$ cat src/rtl/alu_writeback.sv
// ALU writeback stage: 2-entry result buffer feeding the register-file write port,
// plus the carry/zero/negative status flags. Define ALU_WB_FWD_EN to add forwarding outputs.
module alu_writeback #(
  parameter int unsigned DATA_W = 16,
  parameter int unsigned ADDR_W = 4
) (
  input  logic              clk,
  input  logic              rst_n,
  input  logic              in_valid,
  output logic              in_ready,
  input  logic [DATA_W-1:0] alu_out,
  input  logic              alu_c_out,
  input  logic [ADDR_W-1:0] dest_addr,
  input  logic              flag_we,
  input  logic              flags_clr,
  output logic              carry_flag,
  output logic              zero_flag,
  output logic              neg_flag,
  output logic              wb_valid,
  input  logic              wb_ready,
  output logic [ADDR_W-1:0] wb_addr,
  output logic [DATA_W-1:0] wb_data,
  output logic [1:0]        occupancy
`ifdef ALU_WB_FWD_EN
  ,
  output logic              fwd_valid,
  output logic [ADDR_W-1:0] fwd_addr,
  output logic [DATA_W-1:0] fwd_data
`endif
);

  logic [ADDR_W-1:0] addr_q [2];
  logic [ADDR_W-1:0] addr_d [2];
  logic [DATA_W-1:0] data_q [2];
  logic [DATA_W-1:0] data_d [2];
  logic              head_q, head_d;
  logic              tail_q, tail_d;
  logic [1:0]        count_q, count_d;
  logic              carry_q, carry_d;
  logic              zero_q, zero_d;
  logic              neg_q, neg_d;

  logic accept, push, pop;

  always_comb begin
    in_ready  = (count_q != 2'd2);
    wb_valid  = (count_q != 2'd0);
    accept    = in_valid && in_ready;
    // Writes to r0 are discarded but still count as accepted for the flags.
    push      = accept && (dest_addr != '0);
    pop       = wb_valid && wb_ready;

    addr_d = addr_q;
    data_d = data_q;
    if (push) begin
      addr_d[tail_q] = dest_addr;
      data_d[tail_q] = alu_out;
    end
    head_d = head_q ^ pop;
    tail_d = tail_q ^ push;

    case ({push, pop})
      2'b10:   count_d = count_q + 2'd1;
      2'b01:   count_d = count_q - 2'd1;
      default: count_d = count_q;
    endcase

    carry_d = carry_q;
    zero_d  = zero_q;
    neg_d   = neg_q;
    if (flags_clr) begin
      carry_d = 1'b0;
      zero_d  = 1'b0;
      neg_d   = 1'b0;
    end else if (accept && flag_we) begin
      carry_d = alu_c_out;
      zero_d  = (alu_out == '0);
      neg_d   = alu_out[DATA_W-1];
    end
  end

  always_ff @(posedge clk or negedge rst_n) begin
    if (!rst_n) begin
      for (int unsigned i = 0; i < 2; i++) begin
        addr_q[i] <= '0;
        data_q[i] <= '0;
      end
      head_q  <= 1'b0;
      tail_q  <= 1'b0;
      count_q <= '0;
      carry_q <= 1'b0;
      zero_q  <= 1'b0;
      neg_q   <= 1'b0;
    end else begin
      addr_q  <= addr_d;
      data_q  <= data_d;
      head_q  <= head_d;
      tail_q  <= tail_d;
      count_q <= count_d;
      carry_q <= carry_d;
      zero_q  <= zero_d;
      neg_q   <= neg_d;
    end
  end

  assign wb_addr    = addr_q[head_q];
  assign wb_data    = data_q[head_q];
  assign occupancy  = count_q;
  assign carry_flag = carry_q;
  assign zero_flag  = zero_q;
  assign neg_flag   = neg_q;

`ifdef ALU_WB_FWD_EN
  // Newest live entry sits one slot behind the tail pointer.
  assign fwd_valid = (count_q != 2'd0);
  assign fwd_addr  = addr_q[~tail_q];
  assign fwd_data  = data_q[~tail_q];
`endif

endmodule

$ cat config.mk
export PLATFORM = sky130hd
export DESIGN_NAME = alu_writeback
export DESIGN_NICKNAME = d
export VERILOG_FILES = /design/src/rtl/alu_writeback.sv
export SDC_FILE = /design/constraint.sdc
export NUM_CORES = 1
export LEC_CHECK = 0
export BUFFER_PORTS_ARGS = -buffer_cell sky130_fd_sc_hd__buf_2
export CAP_MARGIN = 20
export CORE_ASPECT_RATIO = 1.1
export CORE_MARGIN = 2
export CORE_UTILIZATION = 55
export CTS_CLUSTER_SIZE = 12
export DETAILED_ROUTE_END_ITERATION = 16
export HOLD_SLACK_MARGIN = 0.03
export PLACE_DENSITY = 0.82
export SYNTH_ARGS = -nofsm -noshare
export SYNTH_HDL_FRONTEND = slang
export SYNTH_SLANG_ARGS = --single-unit
$ cat constraint.sdc
create_clock -name clk -period 4.55 [get_ports clk]
set_clock_uncertainty 0.2 [all_clocks]
set_input_delay 0.455 -clock clk [delete_from_list [all_inputs] [get_ports clk]]
set_output_delay 0.455 -clock clk [all_outputs]
set_load 0.05 [all_outputs]
* Yosys cells after proc, flatten, opt, wreduce, memory -nomap -nowiden *
Index checks and enable logic that the tools add are counted.

word-level totals
  word-level logic and storage cells = 51
  register bits = 47
  output and inout port bits = 27
  bits of input ports = 27

operators by class
  muxes and demuxes = 19
  $add $sub $neg = 2
  reduce and logical (&&, ||, !) cells = 10
  $lt $le $gt $ge = 3
  equal/unequal tests = 3
  bitwise gates (word level) = 4

operators with widths
  operator                                                                number
  16-bit 2-to-1 mux                                                       4
  32-bit bitwise mux                                                      1
  16-bit demux with 1-bit select                                          1
  16-bit zero test                                                        1
  4-bit 2-to-1 mux                                                        4
  8-bit bitwise mux                                                       1
  1-bit 2-to-1 mux                                                        6
  2-bit nonzero test                                                      3
  1-bit logical AND                                                       5
  4-bit demux with 1-bit select                                           1
  2-bit greater-or-equal comparator (second input constant)               2
  1-bit NOT with 2-bit output                                             2
  2-bit one-hot mux with 2 select lines                                   1
  4-bit nonzero test                                                      1
  2-bit by 1-bit adder with 2-bit output (second input constant)          1
  2-bit by 1-bit equality test with 1-bit output (second input constant)  1
  2-bit equality test (second input constant)                             1
  2-bit by 1-bit < comparator with 1-bit output (second input constant)   1
  2-bit != test (second input constant)                                   1
  2-bit by 1-bit subtractor with 2-bit output (second input constant)     1
  1-bit XOR                                                               2

* Logic depth before layout (Yosys ltp) *
  depth after elaboration = 6
  depth in mapped cells = 8
  mapped depth without buffers = 8

* Least setup slack after synthesis *
No wires, ideal clock.

  path type = flip-flop to flip-flop
  start = register count_q[0] (netlist: occupancy[0])
  end = register addr_q[0] (netlist bit)
  path buffers = 1
  slack = 2.034 ns
  data required time = 4.225 ns
  clock period less this slack = 2.516 ns
  stages on the path, launching flop included = 7
  library setup time = 0.125 ns
  arrival = 2.191 ns
  cell sequence = dfrtp_1 nor2b_1 inv_1 and3_4 ha_1 buf_2 mux2_2

between the ends
  word-level cells in the longest chain between the ends = 3

ends and longest elaborated chain
  item                      line  RTL
  start: declaration        38    logic [1:0] count_q, count_d;
  start signal: assignment  99    count_q <= count_d;
  2-bit != test             46    in_ready = (count_q != 2'd2);
  via in_ready              10    output logic in_ready,
  1-bit logical AND         48    accept = in_valid && in_ready;
  1-bit logical AND         50    push = accept && (dest_addr != '0);
  end signal: assignment    95    addr_q <= addr_d;
  end: declaration          32    logic [ADDR_W-1:0] addr_q [2];

The timed path passes the listed nets, and every way through them passes these cells.
A chain may end at the register's enable or synchronous reset.

* Final worst setup path *
  start = register head_q
  end = output wb_data[15]

between the ends
  word-level cells in the longest chain between the ends = 4

ends and longest elaborated chain
  item                                                  line  RTL
  start: declaration                                    36    logic head_q, head_d;
  start signal: assignment                              88    head_q <= 1'b0;
  start signal: assignment                              97    head_q <= head_d;
  1-bit NOT with 2-bit output (implied by the code)     107   assign wb_data = data_q[head_q];
  16-bit 2-to-1 mux (implied by the code) (3 in a row)  107
  end: declaration                                      22    output logic [DATA_W-1:0] wb_data,

No other way between the ends. The select of a mux whose other input is x is not followed.

==> flow_metrics.tcl <==
set metrics [dict create \
    status "completed" \
    synth_top_family_by_area "multiplexers" \
    die_area_mm2 0.004335 \
    n_fill_cell 277 \
    postCtsSetupBuffers 0 \
    max_slew_margin 0.3525 \
    synth-simple-area-share 0.04938 \
    grt-ovfl-total 0 \
    crit_path_end_kind "output pin" \
    tns_ns 0 \
    synthDistinctLibCells 20 \
    max_cap_violations 0 \
    yosys_warnings 0 \
    arrival_ns 1.90 \
    syn_area_mm2 0.002103 \
    io_pins 54 \
    postRouteAntennaNets 0 \
    numCtsBuffers 5 \
    synth_compound_area_frac 0.01428 \
    core_area_mm2 0.003655 \
    antenna_found_initial 0 \
    synth.avg_cell_area_um2 14.31 \
    placed_cells 244 \
    ctsResizeCount 0 \
    ys_seq_area_frac 0.5592 \
    grt_pass1_wl_mm 6.906 \
    worst_pin_slew_ns 0.9712 \
    synth.mux.area_fraction 0.3212 \
    synth_seq_cells 47 \
    vias_per_cell 5.360 \
    drt-initial-drc-count 59 \
    syn_inst 147 \
    die_w_um 62.96 \
    grt_pass1_vias 1421 \
    syn_nets 177 \
    synth_fa_ha_area_frac 0.01785 \
    critical_path_class "register to output pin" \
    chipHeight_um 68.86 \
    hold_viol 0 \
    synth_top_area_share 0.5592 \
    htree_num_levels 2 \
    gp_routability_congestion 0.7527 \
    drv_slew 0 \
    cts-root-buf "clkbuf_8" \
    period_needed_ns 2.553 \
    vias 1356 \
    final_net_count 233 \
    drive_above_1_share 0.6059 \
    synth_xor_xnor_area_share 0.01666 \
    hpwl_mm 2.947 \
    layout_worst_path_cycle_share 0.5610 \
    drc 0 \
    rsz0062_at_grt "false" \
    clock_sinks 47 \
    port_buffers 53 \
    area_delta_synth_final_pct 20.46 \
    cp_max_fo 21 \
    path_clk_slew_ns 0.08 \
    wl_per_cell_um 16.34 \
    cts_tree "built" \
    grt_max_degree 48 \
    setup_viol 0 \
    fmax_mhz 391.7 \
    start_kind "register" \
    placementRows 23 \
    layout.cells.non_filler 253 \
    worst_ep_required_time_ns 3.89 \
    ys_top_cells_by_area "dfrtp_1 56%, mux2_2 32%, ha_1 1.8%" \
    track_usage 0.2104 \
    start_util 0.5755 \
    synth_largest_area_cell "dfrtp_1" \
    hp-class "input pin to register" \
    drt-total-wl_mm 4.135 \
    cts_max_path_buffers 2 \
    diodes 0 \
    insertion_delay_ns 0.29 \
    drtPass1Iterations 4 \
]
[area by class of cell]
class,instances,area (um^2),share of cell area
Inverter,4,15.01,0.005926
Sequential cell,47,1176,0.4642
Timing Repair Buffer,55,295.3,0.1165
Clock inverter,1,30.03,0.01185
Tap cell,50,62.56,0.02469
Multi-Input combinational cell,90,882.1,0.3481
Clock buffer,6,72.57,0.02864
[flip-flops by register name (all words and copies together) (netlist names)]
register    count
addr_q          8
data_q         32
tail_q          1
neg_flag        1
head_q          1
zero_flag       1
carry_flag      1
occupancy       2
[cell usage in the layout (no fill, tap or decap), drive strengths merged, types with 3 or more instances in the layout]
cell,count
buf,54
ha,3
dfrtp,47
mux2,60
o21ai,4
inv,4
nor4,3
clkbuf,6
nand4,4
[worst paths after layout]
| kind | start | depth (start not counted) | to | slack [ns] |
|---|---|---|---|---|
| min in group asynchronous | rst_n | 2 | data_q[0]$_DFFE_PN0P_ | 0.31 |
| max in group asynchronous | rst_n | 3 | data_q[25]$_DFFE_PN0P_ | 3.41 |
| hold / removal | flags_clr | 2 | neg_flag$_DFFE_PN0P_ | 0.16 |
| hold reg to reg | data_q[11]$_DFFE_PN0P_ | 1 | data_q[11]$_DFFE_PN0P_ | 0.31 |
| setup / recovery | head_q$_DFF_PN0_ | 2 | wb_data[15] | 2.00 |
| setup reg to reg | occupancy[1]$_DFFE_PN0P_ | 5 | addr_q[3]$_DFFE_PN0P_ | 2.08 |
[critical path: stages (launching register included)]
cell and delay [ns]:
dfrtp_1 0.97, mux2_2 0.42, buf_2 0.21
[metrics by stage]
| step | setup WS (ns) | hold WS [ns] | utilization | cell area, um^2 |
|---|---|---|---|---|
| after detailed placement | 1.974 | 0.2928 | 0.6570 | 2401 |
| after global routing | 1.891 | 0.1514 | 0.6933 | 2534 |
| after global placement | 2.033 | 0.2796 | 0.6570 | 2401 |
| after CTS | 1.973 | 0.1425 | 0.6850 | 2504 |
| final | 1.997 | 0.1626 | 0.6933 | 2534 |
| after floorplan | 2.034 | -0.04059 | - | 2103 |
[cells in the mapped netlist]
cell type and count:
xor2_1 2, and2_1 1, inv_2 1, nand4_1 4, dfrtp_1 47, nor2b_1 2, inv_1 3, xnor2_1 2
or4_1 1, nor2_1 2, o21ai_0 4, nand2_1 1, nor3_1 1, mux2_2 60, or2_2 1, nor4_1 3
a21oi_1 2, and3_4 1, buf_2 6, ha_1 3
[routing by layer]
metal / part of all wire / up-vias / GRT usage
met5: 0 / - / 0
met4: 0.011 / 0 / 0.06667
met3: 0.049 / 7 / 0.05519
met2: 0.53 / 34 / 0.3604
met1: 0.41 / 683 / 0.2659
li1: - / 632 / -
[what timing repair did]
item / 4_1_cts / 5_1_grt
endpoints found under the setup margin: 0 / 0
hold endpoints to repair: 0 / 4
hold buffers: 0 / 1
[cell families (layout without fill, tap and decap cells)]
logic type / Yosys count / in the layout
flops: 47 / 47
mux: 60 / 60
compound gates: 6 / 6
fa+ha+maj: 3 / 3
buf+inv: 10 / 66
xor+xnor: 4 / 4
simple gates: 17 / 17
Power is left out: the tool's default activity adds up to more than one toggle a clock period on the data nets, which glitch-free logic cannot reach.
